[config.mk]
export PLATFORM = sky130hd
export DESIGN_NAME = incr9_share_arb_flat
export DESIGN_NICKNAME = d
export VERILOG_FILES = /design/src/rtl/incr9_share_arb_if.sv /design/src/rtl/incr9_share_arb.sv /design/src/flat_wrapper.sv
export SDC_FILE = /design/constraint.sdc
export NUM_CORES = 1
export LEC_CHECK = 0
export CAP_MARGIN = 5
export CORE_ASPECT_RATIO = 1.2
export CORE_MARGIN = 1.5
export CORE_UTILIZATION = 39
export CTS_BUF_LIST = sky130_fd_sc_hd__clkbuf_8
export CTS_CLUSTER_DIAMETER = 200
export DETAILED_ROUTE_END_ITERATION = 12
export PLACE_DENSITY = 0.83
export SYNTH_ARGS = -nofsm -noshare
export SYNTH_HDL_FRONTEND = slang
export SYNTH_SLANG_ARGS = --single-unit
[constraint.sdc]
create_clock -name clk -period 5.23 [get_ports clk]
set_clock_uncertainty 0.2 [all_clocks]
set_input_delay 1.3075 -clock clk [delete_from_list [all_inputs] [get_ports clk]]
set_output_delay 1.3075 -clock clk [all_outputs]
set_load 0.01 [all_outputs]
[src/rtl/incr9_share_arb_if.sv]
// Request/response bundle between the Incr9 clients and the shared arbiter.
// The arbiter takes the slave side; the clients (or a bench) take the master side.
interface incr9_share_arb_if #(
   parameter int NREQ = 4
);
   localparam int IDW = $clog2(NREQ);

   logic [NREQ-1:0]   req_valid;
   logic [NREQ*9-1:0] req_data;
   logic [NREQ-1:0]   req_ready;
   logic              rsp_valid;
   logic              rsp_ready;
   logic [8:0]        rsp_data;
   logic              rsp_cy;
   logic [IDW-1:0]    rsp_id;

   modport master (
      output req_valid, req_data, rsp_ready,
      input  req_ready, rsp_valid, rsp_data, rsp_cy, rsp_id
   );

   modport slave (
      input  req_valid, req_data, rsp_ready,
      output req_ready, rsp_valid, rsp_data, rsp_cy, rsp_id
   );
endinterface

[src/rtl/incr9_share_arb.sv]
// Round-robin share of one 9-bit incrementor between NREQ requesters,
// with a single-entry registered result stage that reloads while draining.
module incr9_share_arb #(
   parameter int NREQ = 4
) (
   input  logic                    clk,
   input  logic                    rst,
   incr9_share_arb_if.slave        bus_if
);
   localparam int IDW = $clog2(NREQ);
   localparam int PW  = IDW + 1;

   // Incrementor: bit i flips when every lower bit is one.
   function automatic logic [9:0] incr9(input logic [8:0] a);
      logic [8:0] carry;
      carry[0] = 1'b1;
      for (int i = 1; i < 9; i++) carry[i] = carry[i-1] & a[i-1];
      return {carry[8] & a[8], a ^ carry};
   endfunction

   logic [IDW-1:0]  rr_ptr_q, rr_ptr_d;
   logic            rsp_valid_q, rsp_valid_d;
   logic [8:0]      rsp_data_q, rsp_data_d;
   logic            rsp_cy_q, rsp_cy_d;
   logic [IDW-1:0]  rsp_id_q, rsp_id_d;

   logic            load_ok;
   logic            found;
   logic            accept;
   logic [IDW-1:0]  winner;
   logic [PW-1:0]   cand;
   logic [NREQ-1:0] grant_oh;
   logic [8:0]      operand;
   logic [9:0]      incr_res;

   assign load_ok = !rsp_valid_q || bus_if.rsp_ready;

   // NOTE: every signal written here gets a default first, so no path leaves it unassigned and no latch is inferred.
   always_comb begin
      found  = 1'b0;
      winner = '0;
      cand   = '0;
      for (int k = 0; k < NREQ; k++) begin
         cand = {1'b0, rr_ptr_q} + PW'(k);
         if (cand >= PW'(NREQ)) cand = cand - PW'(NREQ);
         if (!found && bus_if.req_valid[cand[IDW-1:0]]) begin
            found  = 1'b1;
            winner = cand[IDW-1:0];
         end
      end
   end

   // Operand selection is an AND-OR mux on the one-hot grant feeding the single incrementor.
   always_comb begin
      grant_oh = '0;
      if (found) grant_oh[winner] = 1'b1;
      operand = '0;
      for (int i = 0; i < NREQ; i++) begin
         operand = operand | (bus_if.req_data[9*i +: 9] & {9{grant_oh[i]}});
      end
   end

   assign incr_res = incr9(operand);
   assign accept   = found && load_ok && !rst;

   always_comb begin
      rr_ptr_d    = rr_ptr_q;
      rsp_valid_d = rsp_valid_q;
      rsp_data_d  = rsp_data_q;
      rsp_cy_d    = rsp_cy_q;
      rsp_id_d    = rsp_id_q;
      if (load_ok) rsp_valid_d = found;
      if (accept) begin
         rsp_data_d = incr_res[8:0];
         rsp_cy_d   = incr_res[9];
         rsp_id_d   = winner;
         rr_ptr_d   = (winner == IDW'(NREQ - 1)) ? '0 : winner + 1'b1;
      end
   end

   // NOTE: state registers use non-blocking assignments so every flop samples pre-edge values.
   always_ff @(posedge clk) begin
      if (rst) begin
         rr_ptr_q    <= '0;
         rsp_valid_q <= 1'b0;
         rsp_data_q  <= '0;
         rsp_cy_q    <= 1'b0;
         rsp_id_q    <= '0;
      end else begin
         rr_ptr_q    <= rr_ptr_d;
         rsp_valid_q <= rsp_valid_d;
         rsp_data_q  <= rsp_data_d;
         rsp_cy_q    <= rsp_cy_d;
         rsp_id_q    <= rsp_id_d;
      end
   end

   assign bus_if.req_ready = accept ? grant_oh : '0;
   assign bus_if.rsp_valid = rsp_valid_q;
   assign bus_if.rsp_data  = rsp_data_q;
   assign bus_if.rsp_cy    = rsp_cy_q;
   assign bus_if.rsp_id    = rsp_id_q;
endmodule

[src/flat_wrapper.sv]
// flat-port wrapper written by rule: the top's interface ports become plain ports
module incr9_share_arb_flat 
#(
   parameter int NREQ = 4
)
  (clk, rst, bus_if_req_valid, bus_if_req_data, bus_if_rsp_ready, bus_if_req_ready, bus_if_rsp_valid, bus_if_rsp_data, bus_if_rsp_cy, bus_if_rsp_id);
  incr9_share_arb_if #(.NREQ(NREQ)) bus_if_i ();
  input  logic clk;
  input  logic rst;
  input wire logic [$bits(bus_if_i.req_valid)-1:0] bus_if_req_valid;
  input wire logic [$bits(bus_if_i.req_data)-1:0] bus_if_req_data;
  input wire logic [$bits(bus_if_i.rsp_ready)-1:0] bus_if_rsp_ready;
  output wire logic [$bits(bus_if_i.req_ready)-1:0] bus_if_req_ready;
  output wire logic [$bits(bus_if_i.rsp_valid)-1:0] bus_if_rsp_valid;
  output wire logic [$bits(bus_if_i.rsp_data)-1:0] bus_if_rsp_data;
  output wire logic [$bits(bus_if_i.rsp_cy)-1:0] bus_if_rsp_cy;
  output wire logic [$bits(bus_if_i.rsp_id)-1:0] bus_if_rsp_id;
  assign bus_if_i.req_valid = bus_if_req_valid;
  assign bus_if_i.req_data = bus_if_req_data;
  assign bus_if_i.rsp_ready = bus_if_rsp_ready;
  assign bus_if_req_ready = bus_if_i.req_ready;
  assign bus_if_rsp_valid = bus_if_i.rsp_valid;
  assign bus_if_rsp_data = bus_if_i.rsp_data;
  assign bus_if_rsp_cy = bus_if_i.rsp_cy;
  assign bus_if_rsp_id = bus_if_i.rsp_id;
  incr9_share_arb #(.NREQ(NREQ)) u_core (.clk(clk), .rst(rst), .bus_if(bus_if_i));
endmodule
==> results.toml, run 1 <==
[place]
dpl-instance-area_um2 = 1690
io_buffers = 59
gp_congestion = 0.827
hpwl_um = 2510

[critical_path]
cp-start-kind = "input port"
required_ps = 3720
path_cells = "clkdlybuf4s50_1, a21oi_1, o21a_1, o22ai_1, buf_4, ha_1, buf_4, and2_1, clkdlybuf4s50_1"
cp_data_arrival_time_ps = 3580
r2r_slack_ps = 1380
crit_fanout = 9
crit_slowest_cell = "clkdlybuf4s50_1"
path_class = "in -> out"
cp-end-kind = "output port"
slowest_delay_ps = 590

[global_route]
antenna_found_initial = 0
grt_use_total_pct = 21.9
grt_pass1_vias = 1129
grt_max_degree = 22
grt_pass1_wl_um = 4970
grt_overflow = 0

[routing]
first_pass_iters = 4
met1_length_um = 1400
wirelength_um = 3210
drt_iter0_drc = 33
detail-route-antenna-nets = 0
wl_met3_um = 231
wl_per_cell_um = 14.4
drc = 0
wl_met2_um = 1520
viasPerCell = 5.30
dr.max_layer_used = "met4"
vias = 1181

[power_and_ir_drop]
ir_worst_vdd_mv = 0.204
p_leak_nw = 0.759
power-per-cell-area_nw_per_um2 = 250

[die]
fp-row-count = 20
initial_utilization_pct = 40.8
die_width_um = 49.7
io_pins = 60
die_h_um = 59.0
die_area_um2 = 2930
core-area_um2 = 2500

[clock_network]
tritoncts = "yes"
clk_pin_slew_worst_paths_ps = 50
cts.sinks = 15
numCtsBuffers = 3
clockRootBuffer = "clkbuf_8"
clk_latency_ps = 250
htreeDepth = 1
clockBufferDepth = 2
cts_hold_buffers = 0

[sta]
period_minus_slack_ps = 5080
finalSetupViolCount = 0
finalHoldViolCount = 0
final.period_utilization_pct = 97.2
hold_ws_ps = 265
rsz0062_at_grt = "false"
final_max_slew_viol_count = 0
slew_headroom_pct = 55.0
max_slew.worst_pin.slew_ps = 673
max_freq_mhz = 197

[yosys]
synth-seq-area-share_pct = 29.4
synth.lib_cells_used.distinct = 22
syn_area_per_cell_um2 = 8.03
synth-seq-cells = 15
yosysWarnings = 0
syn_area_um2 = 1020
syn_nets = 182
syn_inst = 127

[layout]
n_fill_cell = 209
area_delta_synth_final_pct = 71.5
regArea_um2 = 300
diodes = 0
drive_gt1_share_pct = 8.42
multi_input_area_um2 = 682
final_design_area_no_fill_um2 = 1750
finalNetCount = 246

[status]
run_status = "finished clean"

[run]
cap_violations = 0

[worst_hold_path]
holdCritPathClass = "reg -> reg"
sequential cells by signal, summed over array words and instances, names as in the netlist:
register / cells
u_core.bus_if.rsp_data: 9
u_core.bus_if.rsp_valid: 1
u_core.bus_if.rsp_cy: 1
u_core.bus_if.rsp_id: 2
u_core.rr_ptr_q: 2
path summary, 6_finish.rpt:
check / from / to / cells after the start
worst max register to register: u_core.rr_ptr_q[1]$_SDFFE_PP0P_ / u_core.bus_if.rsp_data[8]$_SDFFE_PP0P_ / 18
worst max-delay path: bus_if_req_valid[0] / bus_if_req_ready[0] / 9
worst min register to register: u_core.bus_if.rsp_id[1]$_SDFFE_PP0P_ / u_core.bus_if.rsp_id[1]$_SDFFE_PP0P_ / 2
worst min-delay path: u_core.bus_if.rsp_id[1]$_SDFFE_PP0P_ / u_core.bus_if.rsp_id[1]$_SDFFE_PP0P_ / 2
what timing repair did:
item / in CTS / in global routing
gates resized for setup: 0 / 2
endpoints found under the setup margin: 0 / 6
buffers inserted: 0 / 0
area by class of cell:
cell class	instances	area share, %
Tap cell	33	2.36
Timing Repair Buffer	69	38.1
Clock buffer	3	2.36
Sequential cell	15	17.2
Multi-Input combinational cell	98	39.0
Inverter	4	0.858
Clock inverter	1	0.215
worst max-delay path, delay by kind of cell:
| family | cells | cell delay (ps) |
|---|---|---|
| buffers and inverters | 4 | 1450 |
| and+or+nand+nor | 1 | 130 |
| AOI/OAI and AO/OA | 3 | 530 |
| adders and majority gates | 1 | 150 |
routing by layer:
layer	up-vias	global-route usage, %
met5	-	0
met4	0	9.52
met3	5	2.78
met2	53	40.2
met1	537	25.5
li1	586	-
synth_stat cells:
library cell | number | share of area [%]
inv_1 | 4 | 1.5
dfxtp_1 | 15 | 29
clkbuf_1 | 8 | 2.9
a22oi_1 | 16 | 12
and2_1 | 4 | 2.5
a22o_1 | 1 | 0.86
nor2b_1 | 2 | 1.2
o211ai_1 | 11 | 8.1
a21o_1 | 1 | 0.74
o21a_1 | 1 | 0.74
mux2i_1 | 2 | 2.0
a21oi_1 | 13 | 6.4
nand2b_1 | 1 | 0.61
o22ai_1 | 1 | 0.61
nor2_1 | 4 | 1.5
nor3_1 | 2 | 0.98
ha_1 | 12 | 15
a221oi_1 | 1 | 0.86
nor3b_1 | 1 | 0.74
buf_2 | 2 | 0.98
nand2_1 | 24 | 8.8
nor4_4 | 1 | 2.1
logic make-up (layout without fill, tap and decap cells):
family,Yosys count,in the layout,synth area share (%)
buf+inv,14,77,5.40
flops,15,15,29.4
fa+ha+maj,12,12,14.7
mux,2,2,1.96
compound gates,45,45,30.1
simple gates,39,39,18.4
report_power, final:
group	switching (W)	internal [W]
combinational	0.0000898	0.000113
clock	0.0000380	0.0000520
sequential	0.0000118	0.000133
layout by cell type (no fill, tap or decap):
cell / Yosys / routed
a21o_1: 1 / 1
a21oi_1: 13 / 13
a221oi_2: 0 / 1
a22o_1: 1 / 1
a22oi_1: 16 / 16
and2_1: 4 / 4
buf_4: 0 / 10
clkbuf_8: 0 / 3
clkdlybuf4s50_1: 0 / 59
dfxtp_1: 15 / 15
ha_1: 12 / 12
inv_1: 4 / 5
mux2i_1: 2 / 2
nand2_1: 24 / 24
nand2b_1: 1 / 1
nor2_1: 4 / 4
nor2b_1: 2 / 2
nor3_1: 2 / 1
nor3_4: 0 / 1
nor3b_1: 1 / 1
nor4_4: 1 / 1
o211ai_1: 11 / 11
o21a_1: 1 / 1
o22ai_1: 1 / 1
through the flow:
step           worst slack [ps]  setup TNS (ps)  util, %  power [W]  cells
2_1_floorplan               381               0        -   0.000238    127
3_3_place_gp               88.7               0     67.6   0.000341    219
3_5_place_dp              -41.0           -41.0     67.6   0.000347    219
4_1_cts                    77.8               0     69.4   0.000437    223
5_1_grt                    27.0               0     69.9   0.000465    223
6_report                    146               0     69.9   0.000437    223
No activity file was read; power rests on OpenSTA's default activity.
==> inputs of run 2 (changes only) <==
--- a/config.mk
+++ b/config.mk
@@ -6,7 +6,7 @@
 export NUM_CORES = 1
 export LEC_CHECK = 0
 export CAP_MARGIN = 5
-export CORE_ASPECT_RATIO = 1.2
+export CORE_ASPECT_RATIO = 0.5
 export CORE_MARGIN = 1.5
 export CORE_UTILIZATION = 39
 export CTS_BUF_LIST = sky130_fd_sc_hd__clkbuf_8
==> run 2 against run 1 <==
Effect of this change:
- combinational power increased by 4%
- critical path type unchanged
- final cell count increased by 2.7%
- utilization increased by 6.1 points
- via count increased by 1.7%
==> results.toml, run 2 (synthesis gave the netlist of run 1 again) <==
[status]
run_status = "finished clean"

[die]
die_area_um2 = 2950
die_width_um = 75.3
initial_utilization_pct = 43.5
die_h_um = 39.2
core-area_um2 = 2340
io_pins = 60
fp-row-count = 12

[global_route]
grt_pass1_vias = 1118
grt_use_total_pct = 25.1
grt_max_degree = 17
met1_usage_pct = 33.0
met3_usage_pct = 2.60
grt_util_met2_pct = 42.3
grt_overflow = 0
grt_pass1_wl_um = 5150
grt-busiest-layer = "met2"
antenna_found_initial = 0

[critical_path]
path_class = "in -> out"
cp-start-kind = "input port"
cp-end-kind = "output port"
r2r_slack_ps = 1230
cp_data_arrival_time_ps = 3590
crit_fanout = 8
required_ps = 3720

[clock_network]
tritoncts = "yes"
clk_pin_slew_worst_paths_ps = 60
cts.sinks = 15
clockRootBuffer = "clkbuf_8"
clockBufferDepth = 2
htreeDepth = 1
clk_latency_ps = 250
numCtsBuffers = 3
cts_hold_buffers = 0

[sta]
rsz0062_at_grt = "false"
slew_headroom_pct = 42.8
final.period_utilization_pct = 97.5
final_max_slew_viol_count = 0
max_slew.worst_pin.slew_ps = 856
max_freq_mhz = 196
finalHoldViolCount = 0
setup_ws_ps = 130
finalSetupViolCount = 0
period_minus_slack_ps = 5100
hold_ws_ps = 275
setup-tns-final_ps = 0

[power_and_ir_drop]
p_leak_nw = 0.781
power-per-cell-area_nw_per_um2 = 252
ir_worst_vdd_mv = 0.199

[place]
io_buffers = 59
gp_congestion = 0.860
hpwl_um = 2800
numPlacedInstances = 225
post-place-ws_ps = -54.0

[layout]
multi_input_area_um2 = 681
regArea_um2 = 300
layout_commonest_cell = "clkdlybuf4s50_1"
final_cells = 229
area_delta_synth_final_pct = 74.6
final_cell_mix = "clkdlybuf4s50_1, nand2_1, a22oi_1, dfxtp_1, buf_4"
diodes = 0
finalNetCount = 250
drive_gt1_share_pct = 10.8
largest_register_ffs = 9
n_fill_cell = 178

[run]
cap_violations = 0

[routing]
vias = 1201
wl_per_cell_um = 15.1
drc = 0
first_pass_iters = 4
drt_iter0_drc = 78
detail-route-antenna-nets = 0
viasPerCell = 5.24
wirelength_um = 3460

[worst_hold_path]
holdCritPathClass = "reg -> reg"
## run 2: cell count changes in the layout (fill, tap and decap cells not counted), sizes merged
cell / delta
buf: +4
## run 2: worst paths after layout
path / from / to / cells past startpoint
worst max-delay path: bus_if_req_valid[0] / bus_if_req_ready[3] / 10
worst min-delay path: u_core.bus_if.rsp_id[1]$_SDFFE_PP0P_ / u_core.bus_if.rsp_id[1]$_SDFFE_PP0P_ / 2
worst max register to register: u_core.rr_ptr_q[1]$_SDFFE_PP0P_ / u_core.bus_if.rsp_data[8]$_SDFFE_PP0P_ / 18
worst min register to register: u_core.bus_if.rsp_id[1]$_SDFFE_PP0P_ / u_core.bus_if.rsp_id[1]$_SDFFE_PP0P_ / 2
## run 2: metrics by stage
step	utilization, %	instance area, µm²	total power [W]
2_1_floorplan	-	1020	0.000238
3_3_place_gp	73.6	1720	0.000350
3_5_place_dp	73.6	1720	0.000356
4_1_cts	75.5	1770	0.000448
5_1_grt	76.0	1780	0.000477
6_report	76.0	1780	0.000448
## run 2: timing repair
item / CTS / global route
gates resized for setup: 0 / 2
setup endpoints to repair: 0 / 3
setup buffers: 0 / 0
endpoints found under the hold margin: 0 / 0
## run 2: cell type report
| cell class | count | share of cell area, % |
|---|---|---|
| Clock inverter | 1 | 0.211 |
| Multi-Input combinational cell | 98 | 38.2 |
| Tap cell | 35 | 2.46 |
| Sequential cell | 15 | 16.9 |
| Timing Repair Buffer | 73 | 39.1 |
| Inverter | 4 | 0.843 |
| Clock buffer | 3 | 2.32 |
## run 2: where the power goes
| part | switching [W] | total, W | leakage (nW) | internal, W |
|---|---|---|---|---|
| combinational | 0.0000955 | 0.000211 | 0.630 | 0.000116 |
| clock | 0.0000393 | 0.0000912 | 0.0269 | 0.0000520 |
| sequential | 0.0000132 | 0.000146 | 0.124 | 0.000133 |
| total | 0.000148 | 0.000448 | 0.781 | 0.000300 |
## run 2: critical path, cell delays in order
cell	delay, ps
clkdlybuf4s50_1	520
a21oi_1	90
o21a_1	190
o22ai_2	250
inv_1	110
ha_1	210
buf_4	140
buf_4	150
and2_1	140
clkdlybuf4s50_1	480
## run 2: layer usage
layer  up-vias  wire length [µm]  part of all wire [%]
met5         -                 0                     0
met4         0                48                   1.4
met3         5               210                   6.1
met2        45              1590                    46
met1       556              1610                    47
li1        595                 -                     -
